==> src/rtl/hamming_pkg.sv <==
// Shared Hamming (7,4) definitions for the encoder/decoder link.
package hamming_pkg;

  localparam int CODE_W = 7;
  localparam int DATA_W = 4;

  // Syndrome {s2,s1,s0} value that points at each codeword bit
  localparam logic [2:0] SYN_D0 = 3'b011;
  localparam logic [2:0] SYN_D1 = 3'b101;
  localparam logic [2:0] SYN_D2 = 3'b110;
  localparam logic [2:0] SYN_D3 = 3'b111;
  localparam logic [2:0] SYN_P0 = 3'b001;
  localparam logic [2:0] SYN_P1 = 3'b010;
  localparam logic [2:0] SYN_P2 = 3'b100;

  typedef logic [0:CODE_W-1] codeword_t;
  typedef logic [0:DATA_W-1] data_t;

  // Flip the data bit named by the syndrome; parity or zero syndromes pass data through
  function automatic data_t hamming_correct(input data_t raw, input logic [2:0] syn);
    data_t fixed;
    fixed = raw;
    case (syn)
      SYN_D0:  fixed[0] = ~raw[0];
      SYN_D1:  fixed[1] = ~raw[1];
      SYN_D2:  fixed[2] = ~raw[2];
      SYN_D3:  fixed[3] = ~raw[3];
      default: fixed = raw;
    endcase
    return fixed;
  endfunction

  // Syndrome names a data bit
  function automatic logic syn_is_data(input logic [2:0] syn);
    return (syn == SYN_D0) || (syn == SYN_D1) || (syn == SYN_D2) || (syn == SYN_D3);
  endfunction

  // Syndrome names a parity bit
  function automatic logic syn_is_par(input logic [2:0] syn);
    return (syn == SYN_P0) || (syn == SYN_P1) || (syn == SYN_P2);
  endfunction

endpackage

==> src/rtl/hamming_syndrome.sv <==
// Combinational raw-data recovery and syndrome computation for one codeword.
module hamming_syndrome
  import hamming_pkg::*;
(
  input  codeword_t  code,
  output data_t      data,
  output logic [2:0] syn
);

  // d0 travels inverted on the link; parity checks use the recovered (true) data
  always_comb begin
    data   = {~code[0], code[1:3]};
    syn[0] = code[4] ^ data[0] ^ data[1] ^ data[3];
    syn[1] = code[5] ^ data[0] ^ data[2] ^ data[3];
    syn[2] = code[6] ^ data[1] ^ data[2] ^ data[3];
  end

endmodule

==> src/rtl/decoding.sv <==
// Two-stage single-error-correcting Hamming decoder with per-block statistics.
module decoding
  import hamming_pkg::*;
#(
  parameter int WORDS = 7,
  parameter int CNT_W = 4
) (
  input  logic             clk,
  input  logic             reset,
  input  logic [0:6]       byte_in,
  input  logic             active,
  output logic [0:3]       bits_out,
  output logic             ready,
  output logic             err_fixed,
  output logic             par_err,
  output logic [CNT_W-1:0] err_count,
  output logic             done
);

  localparam int WC_W = $clog2(WORDS + 1);

  data_t            raw_w;
  logic [2:0]       syn_w;
  logic             accept;

  data_t            raw_q, raw_d;
  logic [2:0]       syn_q, syn_d;
  logic [1:0]       vld_pipe_q, vld_pipe_d;
  logic [WC_W-1:0]  word_cnt_q, word_cnt_d;
  logic [CNT_W-1:0] err_count_q, err_count_d;
  logic             done_q, done_d;
  data_t            bits_out_q, bits_out_d;
  logic             err_fixed_q, err_fixed_d;
  logic             par_err_q, par_err_d;

  hamming_syndrome u_syn (
    .code (byte_in),
    .data (raw_w),
    .syn  (syn_w)
  );

  // Once the block is full every further word is dropped until reset
  assign accept = active & ~done_q;

  // Stage 1: capture raw data/syndrome and update block statistics
  always_comb begin
    raw_d       = raw_q;
    syn_d       = syn_q;
    word_cnt_d  = word_cnt_q;
    err_count_d = err_count_q;
    done_d      = done_q;
    vld_pipe_d  = {vld_pipe_q[0], accept};
    if (accept) begin
      raw_d      = raw_w;
      syn_d      = syn_w;
      word_cnt_d = word_cnt_q + WC_W'(1);
      if ((syn_w != 3'b000) && (err_count_q != {CNT_W{1'b1}}))
        err_count_d = err_count_q + CNT_W'(1);
      if (word_cnt_q == WC_W'(WORDS - 1))
        done_d = 1'b1;
    end
  end

  // Stage 2: correct and present; outputs hold while no word is in stage 2
  always_comb begin
    bits_out_d  = bits_out_q;
    err_fixed_d = err_fixed_q;
    par_err_d   = par_err_q;
    if (vld_pipe_q[0]) begin
      bits_out_d  = hamming_correct(raw_q, syn_q);
      err_fixed_d = syn_is_data(syn_q);
      par_err_d   = syn_is_par(syn_q);
    end
  end

  // All state; reset discards in-flight words along with the statistics
  always_ff @(posedge clk or negedge reset) begin
    if (!reset) begin
      raw_q       <= '0;
      syn_q       <= '0;
      vld_pipe_q  <= '0;
      word_cnt_q  <= '0;
      err_count_q <= '0;
      done_q      <= 1'b0;
      bits_out_q  <= '0;
      err_fixed_q <= 1'b0;
      par_err_q   <= 1'b0;
    end else begin
      raw_q       <= raw_d;
      syn_q       <= syn_d;
      vld_pipe_q  <= vld_pipe_d;
      word_cnt_q  <= word_cnt_d;
      err_count_q <= err_count_d;
      done_q      <= done_d;
      bits_out_q  <= bits_out_d;
      err_fixed_q <= err_fixed_d;
      par_err_q   <= par_err_d;
    end
  end

  assign bits_out  = bits_out_q;
  assign ready     = vld_pipe_q[1];
  assign err_fixed = err_fixed_q;
  assign par_err   = par_err_q;
  assign err_count = err_count_q;
  assign done      = done_q;

endmodule

==> config.mk <==
export PLATFORM = sky130hd
export DESIGN_NAME = decoding
export DESIGN_NICKNAME = d
export VERILOG_FILES = /design/src/rtl/hamming_pkg.sv /design/src/rtl/hamming_syndrome.sv /design/src/rtl/decoding.sv
export SDC_FILE = /design/constraint.sdc
export NUM_CORES = 1
export LEC_CHECK = 0
export ABC_CLOCK_PERIOD_IN_PS = 1400
export BUFFER_PORTS_ARGS = -buffer_cell sky130_fd_sc_hd__buf_4
export CORE_MARGIN = 4
export CORE_UTILIZATION = 27
export DETAILED_ROUTE_END_ITERATION = 8
export GPL_TIMING_DRIVEN = 0
export PLACE_DENSITY_LB_ADDON = 0.15
export SLEW_MARGIN = 25
export SYNTH_ARGS = -nofsm -noshare
export SYNTH_HDL_FRONTEND = slang
export SYNTH_SLANG_ARGS = --single-unit
==> constraint.sdc <==
create_clock -name clk -period 1.4 [get_ports clk]
set_input_delay 0.21 -clock clk [delete_from_list [all_inputs] [get_ports clk]]
set_output_delay 0.21 -clock clk [all_outputs]
set_load 0.03 [all_outputs]
==> metrics, run 1 <==
cell count after synthesis=101; die footprint=just over 0.005 mm^2; Gate power share=0.482; clock sink count=23; most used flip-flop cell after synthesis=dfrtp_1; FF/Latch Area=just under 600 um^2; worst min path class=primary input to register; Fillers=389; clk slew on worst S/H paths=0.08 ns; final setup violation count=0; area taken by multi-input logic gates=approximately 520 um^2; via count=754; initial DRC count=33; final core utilization=0.379; RSZ-0062 raised after global routing=no; Pint=around 1.8 mW; die height=between 70 and 80 um; post-route cell area=~0.0014 mm^2; initial antenna violation count=0; Post-synth EDFFs=0; crit path max fanout=6; commonest non-fill, non-tap cells in the layout=24 x buf_4, 20 x dfrtp_1, 16 x nand2_1; Leak=roughly 0.66 nW; sequential share of power=0.386; Die X=just over 70 um; CTS tree=yes; Sw Share=0.406; core region area=between 0.003 and 0.004 mm^2; CTS HTree Levels=1; final hold violation count=0; most common cell after layout, fill and taps aside=buf_4; Initial Util=0.290; period utilization=0.954; nets=144; P_sw=about 1.3 mW; first-pass GRT wire length=roughly 3500 um; post-synth cell types=25; async set-reset flop share out of synthesis=1.00; setup ws final=between 0.06 and 0.07 ns; Final Skew=0.00757 ns; fmax=between 700 and 800 MHz; TNS Setup=0 ns; total power=3.08 mW; layout cells sized above 1=0.331; final wirelength=2080 um; Crit Path Class=register to register; Worst Max-Slew Pin Slew=roughly 0.39 ns; WL/cell=about 12 um; GRT Overall Usage=0.0871; Startpoint Class=register; clock root buffer=clkbuf_8; VDD IR max=about 0.97 mV; Layout area overhead=30.7%; CTS Buf Count=3; CP Capture Type=register; antenna viol nets, final=0; number of max-cap violations=0; Mapped Area=~0.0011 mm^2; Arr. time, crit path=between 1 and 1.5 ns; Resize count post-CTS=0; routability cong.=between 0.7 and 0.8; Slew headroom=0.742; Yosys reg bits=23; Post-DP Area=roughly 0.0013 mm^2; fin crit period=around 1.3 ns; Pre-antenna DRT Iters=4; CP required=between 1.5 and 2 ns; I/O pin total=22; clock insertion delay at the later pin of the skew report=0.26 ns; vias in the first global route=roughly 810; post-synthesis sequential area ratio=0.527; drt via density=between 4 and 5; Power Density=2160 mW/mm^2; synthesized area per cell=about 11 um^2; FP Rows=22; Max Slew Vio Count=0; Clk pwr share=0.132; Port Buf Inserts=21; detailed placement HPWL=~1600 um; GR Overflow Total=0; Syn Nets=114; outcome=finished clean; Clock Tree Buf Depth=2; number of antenna diodes=0; # DRC=0; Yosys Warn Count=0; worst slack at placement=-0.115 ns; largest net degree at the start of global routing=24
-- state kept, by name (all words and copies together) (netlist names) --
name	count
vld_pipe_q	2
err_fixed	1
bits_out	4
done	1
syn_q	3
raw_q	4
err_count	4
word_cnt_q	3
par_err	1
-- cell type report --
cell class,count,area share
timing repair buffer,25,0.133
buffer,5,0.0131
multi-input combinational,70,0.365
sequential,23,0.406
clock inverter,1,0.00351
tap,48,0.0421
clock buffer,3,0.0289
inverter,3,0.00789
-- through the flow --
step                cells  hold WS [ns]
finish                178         0.171
global route          178         0.182
CTS                   177         0.167
detailed placement    170         0.124
global placement      170         0.121
floorplan             101       -0.0856
-- metal layers --
metal	GRT usage	part of all wire	up-vias
li1	-	-	385
met1	0.0992	0.44	353
met2	0.154	0.50	14
met3	0.0295	0.050	2
met4	0.0251	0.0082	0
met5	0	0	-
-- synthesized netlist by cell type, drive strengths merged (2+ instances only) --
cell	number	area (um^2)
a21oi	4	20.0
and3	2	12.5
clkbuf	5	18.8
dfrtp	23	576
ha	3	37.5
inv	3	11.3
mux2	2	26.3
nand2	16	60.1
nand3	3	15.0
nand3b	2	15.0
nor2	5	18.8
o21ai	8	43.8
xnor2	11	111
xor2	7	68.8
-- cell families (layout without fill, tap and decap cells) --
| family | after synthesis | in the layout | share of synthesized area |
|---|---|---|---|
| compound gates | 15 | 15 | 0.0790 |
| xor+xnor | 18 | 18 | 0.165 |
| fa+ha+maj | 4 | 4 | 0.0435 |
| buf+inv | 8 | 37 | 0.0275 |
| flops | 23 | 23 | 0.527 |
| mux | 2 | 2 | 0.0241 |
| simple gates | 31 | 31 | 0.134 |
-- timing repair --
item / 4_1_cts / 5_1_grt
endpoints found under the hold margin: 23 / 0
pin swaps: 0 / 1
hold buffers: 1 / 0
endpoints found under the setup margin: 1 / 1
buffers inserted: 2 / 1
-- final timing paths --
check / endpoint / cells past startpoint / from / slack, ns
setup / recovery: err_count[1]$_DFFE_PN0P_ / 4 / done$_DFFE_PN0P_ / 0.06
hold / removal: raw_q[1]$_DFFE_PN0P_ / 3 / byte_in[2] / 0.17
setup reg to reg: err_count[1]$_DFFE_PN0P_ / 4 / done$_DFFE_PN0P_ / 0.06
hold reg to reg: vld_pipe_q[1]$_DFF_PN0_ / 0 / vld_pipe_q[0]$_DFF_PN0_ / 0.42
max in group asynchronous: err_count[0]$_DFFE_PN0P_ / 2 / reset / 0.77
min in group asynchronous: vld_pipe_q[1]$_DFF_PN0_ / 2 / reset / 0.37
-- power groups by stage --
| stage | Clock (mW) | Combinational [mW] | Sequential [mW] |
|---|---|---|---|
| after CTS | 0.439 | 1.51 | 1.19 |
| after global routing | 0.459 | 1.64 | 1.23 |
| after detailed placement | 0 | 1.44 | 1.22 |
| after global placement | 0 | 1.41 | 1.21 |
| after floorplan | 0 | 0.679 | 1.51 |
| final | 0.407 | 1.49 | 1.19 |
-- critical path, cell delays in order, from the launching register on --
cell and delay, ns:
dfrtp_2 0.41, nand2b_4 0.18, a31oi_4 0.17, and2_4 0.18
mux2_4 0.29
Power figures use the tool's default switching activity.
==> run 2, diff against run 1 <==
- ABC_CLOCK_PERIOD_IN_PS: 1400 -> 1300
- clock period: 1.4 -> 1.3 ns (I/O delays scaled with it)
==> metrics, run 2 (synthesis gave the netlist of run 1 again) <==
clock insertion delay at the later pin of the skew report=0.26 ns (about the same); largest net degree at the start of global routing=24 (unchanged); number of antenna diodes=0 (unchanged); FP Rows=22 (unchanged); final setup violation count=1 (was 0); Post-Layout Cell Count=177 (was 178); clock sink count=23 (unchanged); Startpoint Class=register (unchanged); Pre-antenna DRT Iters=2 (was 4); commonest non-fill, non-tap cells in the layout=26 x buf_4, 20 x dfrtp_1, 16 x nand2_1 (was 24 x buf_4, 20 x dfrtp_1, 16 x nand2_1); Leak=0.654 nW (was 0.656 nW); Initial Util=0.290 (unchanged); clk slew on worst S/H paths=0.08 ns (about the same); Max Slew Vio Count=0 (unchanged); Power Density=2320 mW/mm^2 (was 2160 mW/mm^2); initial DRC count=33 (unchanged); routability cong.=0.709 (unchanged); detailed placement HPWL=1560 um (unchanged); CTS HTree Levels=1 (unchanged); GRT Overall Usage=0.0886 (was 0.0871); placed instance count=170 (unchanged); RSZ-0062 raised after global routing=yes (was no); number of max-cap violations=0 (unchanged); # DRC=0 (unchanged); final hold violation count=0 (unchanged); layout cells sized above 1=0.364 (was 0.331); final wirelength=2130 um (was 2080 um); CTS Buf Count=3 (unchanged); drt via density=4.27 (was 4.24); VDD IR max=1.07 mV (was 0.972 mV); via count=755 (was 754); period utilization=1.02 (was 0.954); Port Buf Inserts=21 (unchanged); initial antenna violation count=0 (unchanged); setup ws final=-0.0262 ns (was 0.0648 ns); fmax=754 MHz (was 749 MHz); Crit Path Class=register to register (unchanged); worst slack at placement=-0.200 ns (was -0.115 ns); WL/cell=12.1 um (was 11.7 um); die footprint=0.00513 mm^2 (unchanged); most common cell after layout, fill and taps aside=buf_4 (unchanged); die height=71.6 um (unchanged); Fillers=389 (unchanged); outcome=finished with violations (was finished clean); Slew headroom=0.754 (was 0.742); failing checks=negative setup slack; crit path max fanout=3 (was 6); Clock Tree Buf Depth=2 (unchanged); GR Overflow Total=0 (unchanged); Arr. time, crit path=1.47 ns (was 1.48 ns); worst min path class=primary input to register (unchanged); CP Capture Type=register (unchanged); core region area=0.00377 mm^2 (unchanged); Worst Max-Slew Pin Slew=0.368 ns (was 0.387 ns); CTS tree=yes (unchanged); nets=143 (was 144); vias in the first global route=818 (was 807); antenna viol nets, final=0 (unchanged); Final Skew=0.00583 ns (was 0.00757 ns); CP required=1.45 ns (was 1.55 ns); Layout area overhead=31.5% (was 30.7%); I/O pin total=22 (unchanged); Die X=71.6 um (unchanged); fin crit period=1.33 ns (was 1.34 ns); first-pass GRT wire length=3590 um (was 3550 um); clock root buffer=clkbuf_8 (unchanged)
[run 2: changes by cell type in the layout (fill, tap and decap cells not counted), sizes merged]
cell / previous run / this run
inv: 3 / 2
buf: 24 / 26
clkbuf: 8 / 5
clkinvlp: 0 / 1
[run 2: path summary, 6_finish.rpt]
check	start	endpoint	slack, ns	cells past startpoint
hold / removal	byte_in[2]	raw_q[1]$_DFFE_PN0P_	0.16	3
setup reg to reg	err_count[0]$_DFFE_PN0P_	err_count[1]$_DFFE_PN0P_	-0.03	4
setup / recovery	err_count[0]$_DFFE_PN0P_	err_count[1]$_DFFE_PN0P_	-0.03	4
min in group asynchronous	reset	vld_pipe_q[1]$_DFF_PN0_	0.36	2
max in group asynchronous	reset	err_count[0]$_DFFE_PN0P_	0.68	2
hold reg to reg	vld_pipe_q[0]$_DFF_PN0_	vld_pipe_q[1]$_DFF_PN0_	0.42	0
[run 2: repair_timing]
item                                    CTS  global route
endpoints found under the setup margin    2             6
pin swaps                                 2             0
resized for setup                         0             3
buffers inserted                          5             0
hold buffers                              1             0
endpoints found under the hold margin    23             0
cloned                                    0             0
[run 2: where the power goes]
| group | total [mW] | internal, mW | switching [mW] |
|---|---|---|---|
| clock network | 0.439 | 0.214 | 0.225 |
| registers | 1.37 | 1.05 | 0.312 |
| logic | 1.53 | 0.710 | 0.816 |
[run 2: cell type report]
type | count | area [um^2] | share of cell area
clock inverters | 1 | 5.00 | 0.00348
clock buffers | 3 | 41.3 | 0.0287
plain buffers | 2 | 8.76 | 0.00610
inverters | 3 | 15.0 | 0.0105
repair buffers | 27 | 205 | 0.143
flip-flops and latches | 23 | 579 | 0.403
multi-input cells | 70 | 522 | 0.363
well taps | 48 | 60.1 | 0.0418
[run 2: layer usage]
layer	track usage	wire [um]	vias up
li1	-	-	384
met5	0	0	-
met3	0.0295	104	2
met1	0.100	936	355
met2	0.158	1080	14
met4	0.0251	17	0
[run 2: through the flow]
step | hold slack, ns | power [mW] | setup TNS (ns) | util | cell area [um^2]
after global routing | 0.167 | 3.60 | -0.0577 | 0.381 | 1440
after global placement | 0.106 | 2.82 | -0.239 | 0.358 | 1350
after CTS | 0.152 | 3.41 | -0.0288 | 0.382 | 1440
after floorplan | -0.101 | 2.36 | -0.129 | - | 1130
after detailed placement | 0.109 | 2.87 | -0.252 | 0.358 | 1350
final | 0.159 | 3.33 | -0.0262 | 0.381 | 1440
[run 2: worst max-delay path: stages (launching register included)]
cell,delay (ns)
dfrtp_2,0.43
ha_4,0.17
a31oi_4,0.15
and2_4,0.18
mux2_4,0.29
==> run 3, diff against run 2 <==
- CORE_MARGIN: 4 -> default
==> metrics, run 3 (synthesis gave the netlist of run 1 again) <==
CP Capture Type=register (unchanged); Layout area overhead=32.2% (was 31.5%); vias in the first global route=791 (was 818); RSZ-0062 raised after global routing=yes (unchanged); Pre-antenna DRT Iters=2 (unchanged); Pint=1.99 mW (was 1.98 mW); hold slack=0.154 ns (was 0.159 ns); number of max-cap violations=0 (unchanged); cell family with most CP delay=flip-flops (unchanged); FP Rows=22 (unchanged); final hold violation count=0 (unchanged); Max Slew Vio Count=0 (unchanged); Worst Max-Slew Pin Slew=0.379 ns (was 0.368 ns); final core utilization=0.383 (was 0.381); antenna viol nets, final=0 (unchanged); most common cell after layout, fill and taps aside=buf_4 (unchanged); VDD IR max=1.18 mV (was 1.07 mV); I/O pin total=22 (unchanged); clock insertion delay at the later pin of the skew report=0.26 ns (about the same); R2R Path Start=err_count[1]$_DFFE_PN0P_ (was err_count[0]$_DFFE_PN0P_); core region area=0.00377 mm^2 (unchanged); final wirelength=2000 um (was 2130 um); worst slack at placement=-0.212 ns (was -0.200 ns); Arr. time, crit path=1.46 ns (was 1.47 ns); Sw Share=0.402 (was 0.406); worst min path class=primary input to register (unchanged); clock sink count=23 (unchanged); first-pass GRT wire length=3410 um (was 3590 um); layout cells sized above 1=0.369 (was 0.364); clock root buffer=clkbuf_8 (unchanged); fmax=762 MHz (was 754 MHz); routability cong.=0.680 (was 0.709); Initial Util=0.290 (unchanged); Power Density=2310 mW/mm^2 (was 2320 mW/mm^2); initial antenna violation count=0 (unchanged); Worst Reg2Reg Path Length in Cells=4 (unchanged); Fillers=394 (was 389); # DRC=0 (unchanged); drt via density=4.28 (was 4.27); Port Buf Inserts=21 (unchanged); placed instance count=170 (unchanged); fin crit period=1.31 ns (was 1.33 ns); Die X=65.6 um (was 71.6 um); WL/cell=11.2 um (was 12.1 um); CTS tree=yes (unchanged); via count=762 (was 755); Worst Hold Depth=3 (unchanged); clk slew on worst S/H paths=0.08 ns (about the same); area taken by multi-input logic gates=522 um^2 (unchanged); setup ws final=-0.0118 ns (was -0.0262 ns); Post-Layout Cell Count=178 (was 177); Hold Path End=raw_q[2]$_DFFE_PN0P_ (was raw_q[1]$_DFFE_PN0P_); Hold Crit Start=byte_in[1] (was byte_in[2]); total power=3.33 mW (about the same); die height=65.6 um (was 71.6 um); TNS Setup=-0.0118 ns (was -0.0262 ns); Reg-to-Reg End=err_count[1]$_DFFE_PN0P_ (unchanged); Clock Tree Buf Depth=2 (unchanged); CP startpoint=err_count[1]$_DFFE_PN0P_ (was err_count[0]$_DFFE_PN0P_); number of antenna diodes=0 (unchanged); P_sw=1.34 mW (was 1.35 mW); Clk pwr share=0.131 (was 0.132); largest net degree at the start of global routing=24 (unchanged); final setup violation count=1 (unchanged); initial DRC count=12 (was 33); FF-to-FF setup slack=-0.01 ns (was -0.03 ns); period utilization=1.01 (was 1.02); worst path bufs/invs=0 (unchanged); Final Skew=0.00463 ns (was 0.00583 ns); GR Overflow Total=0 (unchanged); GRT Overall Usage=0.105 (was 0.0886); CP required=1.45 ns (about the same); Slew headroom=0.747 (was 0.754); CTS Buf Count=3 (unchanged); Startpoint Class=register (unchanged); detailed placement HPWL=1440 um (was 1560 um); failing checks=negative setup slack (unchanged); critical path, cell by cell=ha_4, a31oi_4, and2_4, mux2_4 (unchanged); Post-DP Area=0.00135 mm^2 (unchanged); Worst path max stage delay=0.43 ns (about the same); die footprint=0.00430 mm^2 (was 0.00513 mm^2); commonest non-fill, non-tap cells in the layout=27 x buf_4, 20 x dfrtp_1, 16 x nand2_1 (was 26 x buf_4, 20 x dfrtp_1, 16 x nand2_1); crit path max fanout=2 (was 3); Crit Path Class=register to register (unchanged); nets=144 (was 143); CTS HTree Levels=1 (unchanged); sequential share of power=0.409 (was 0.410); CP max stage cell=dfrtp_2 (unchanged); Leak=0.660 nW (was 0.654 nW); FF/Latch Area=579 um^2 (unchanged); post-route cell area=0.00144 mm^2 (about the same); Gate power share=0.460 (was 0.458); outcome=finished with violations (unchanged)
-- run 3: power by group through the flow --
stage | clock network, mW | logic, mW | registers [mW]
after CTS | 0.461 | 1.57 | 1.34
final | 0.437 | 1.53 | 1.36
after global placement | 0 | 1.51 | 1.30
after floorplan | 0 | 0.731 | 1.63
after detailed placement | 0 | 1.54 | 1.31
after global routing | 0.488 | 1.71 | 1.42
-- run 3: worst reg2reg max path, stage by stage, from the launching register on --
cell and delay [ns]:
dfrtp_2 0.43, ha_4 0.18, a31oi_4 0.13, and2_4 0.17, mux2_4 0.29
-- run 3: layout make-up --
class,count,share of cell area
Sequential cell,23,0.401
Multi-Input combinational cell,70,0.361
Timing Repair Buffer,28,0.147
Tap cell,48,0.0416
Clock buffer,3,0.0286
Inverter,3,0.0104
Buffer,2,0.00607
Clock inverter,1,0.00347
-- run 3: worst max-delay path by stage --
stage	to	cells after the start
after floorplan	err_count[1]$_DFFE_PN0P_	4
after global placement	err_count[1]$_DFFE_PN0P_	6
after detailed placement	err_count[1]$_DFFE_PN0P_	6
after CTS	err_count[1]$_DFFE_PN0P_	4
after global routing	err_count[1]$_DFFE_PN0P_	4
final	err_count[1]$_DFFE_PN0P_	4
-- run 3: what timing repair did --
item / 4_1_cts / 5_1_grt
pin swaps: 2 / 1
gates resized for setup: 0 / 3
buffers inserted: 5 / 1
endpoints found under the setup margin: 2 / 11
hold endpoints to repair: 23 / 0
hold buffers: 1 / 0
-- run 3: per-layer routing --
metal	GRT usage	up-vias	part of all wire
met5	0	-	0
li1	-	387	-
met4	0.0163	0	0.0070
met2	0.189	14	0.52
met3	0.0417	2	0.048
met1	0.117	359	0.43
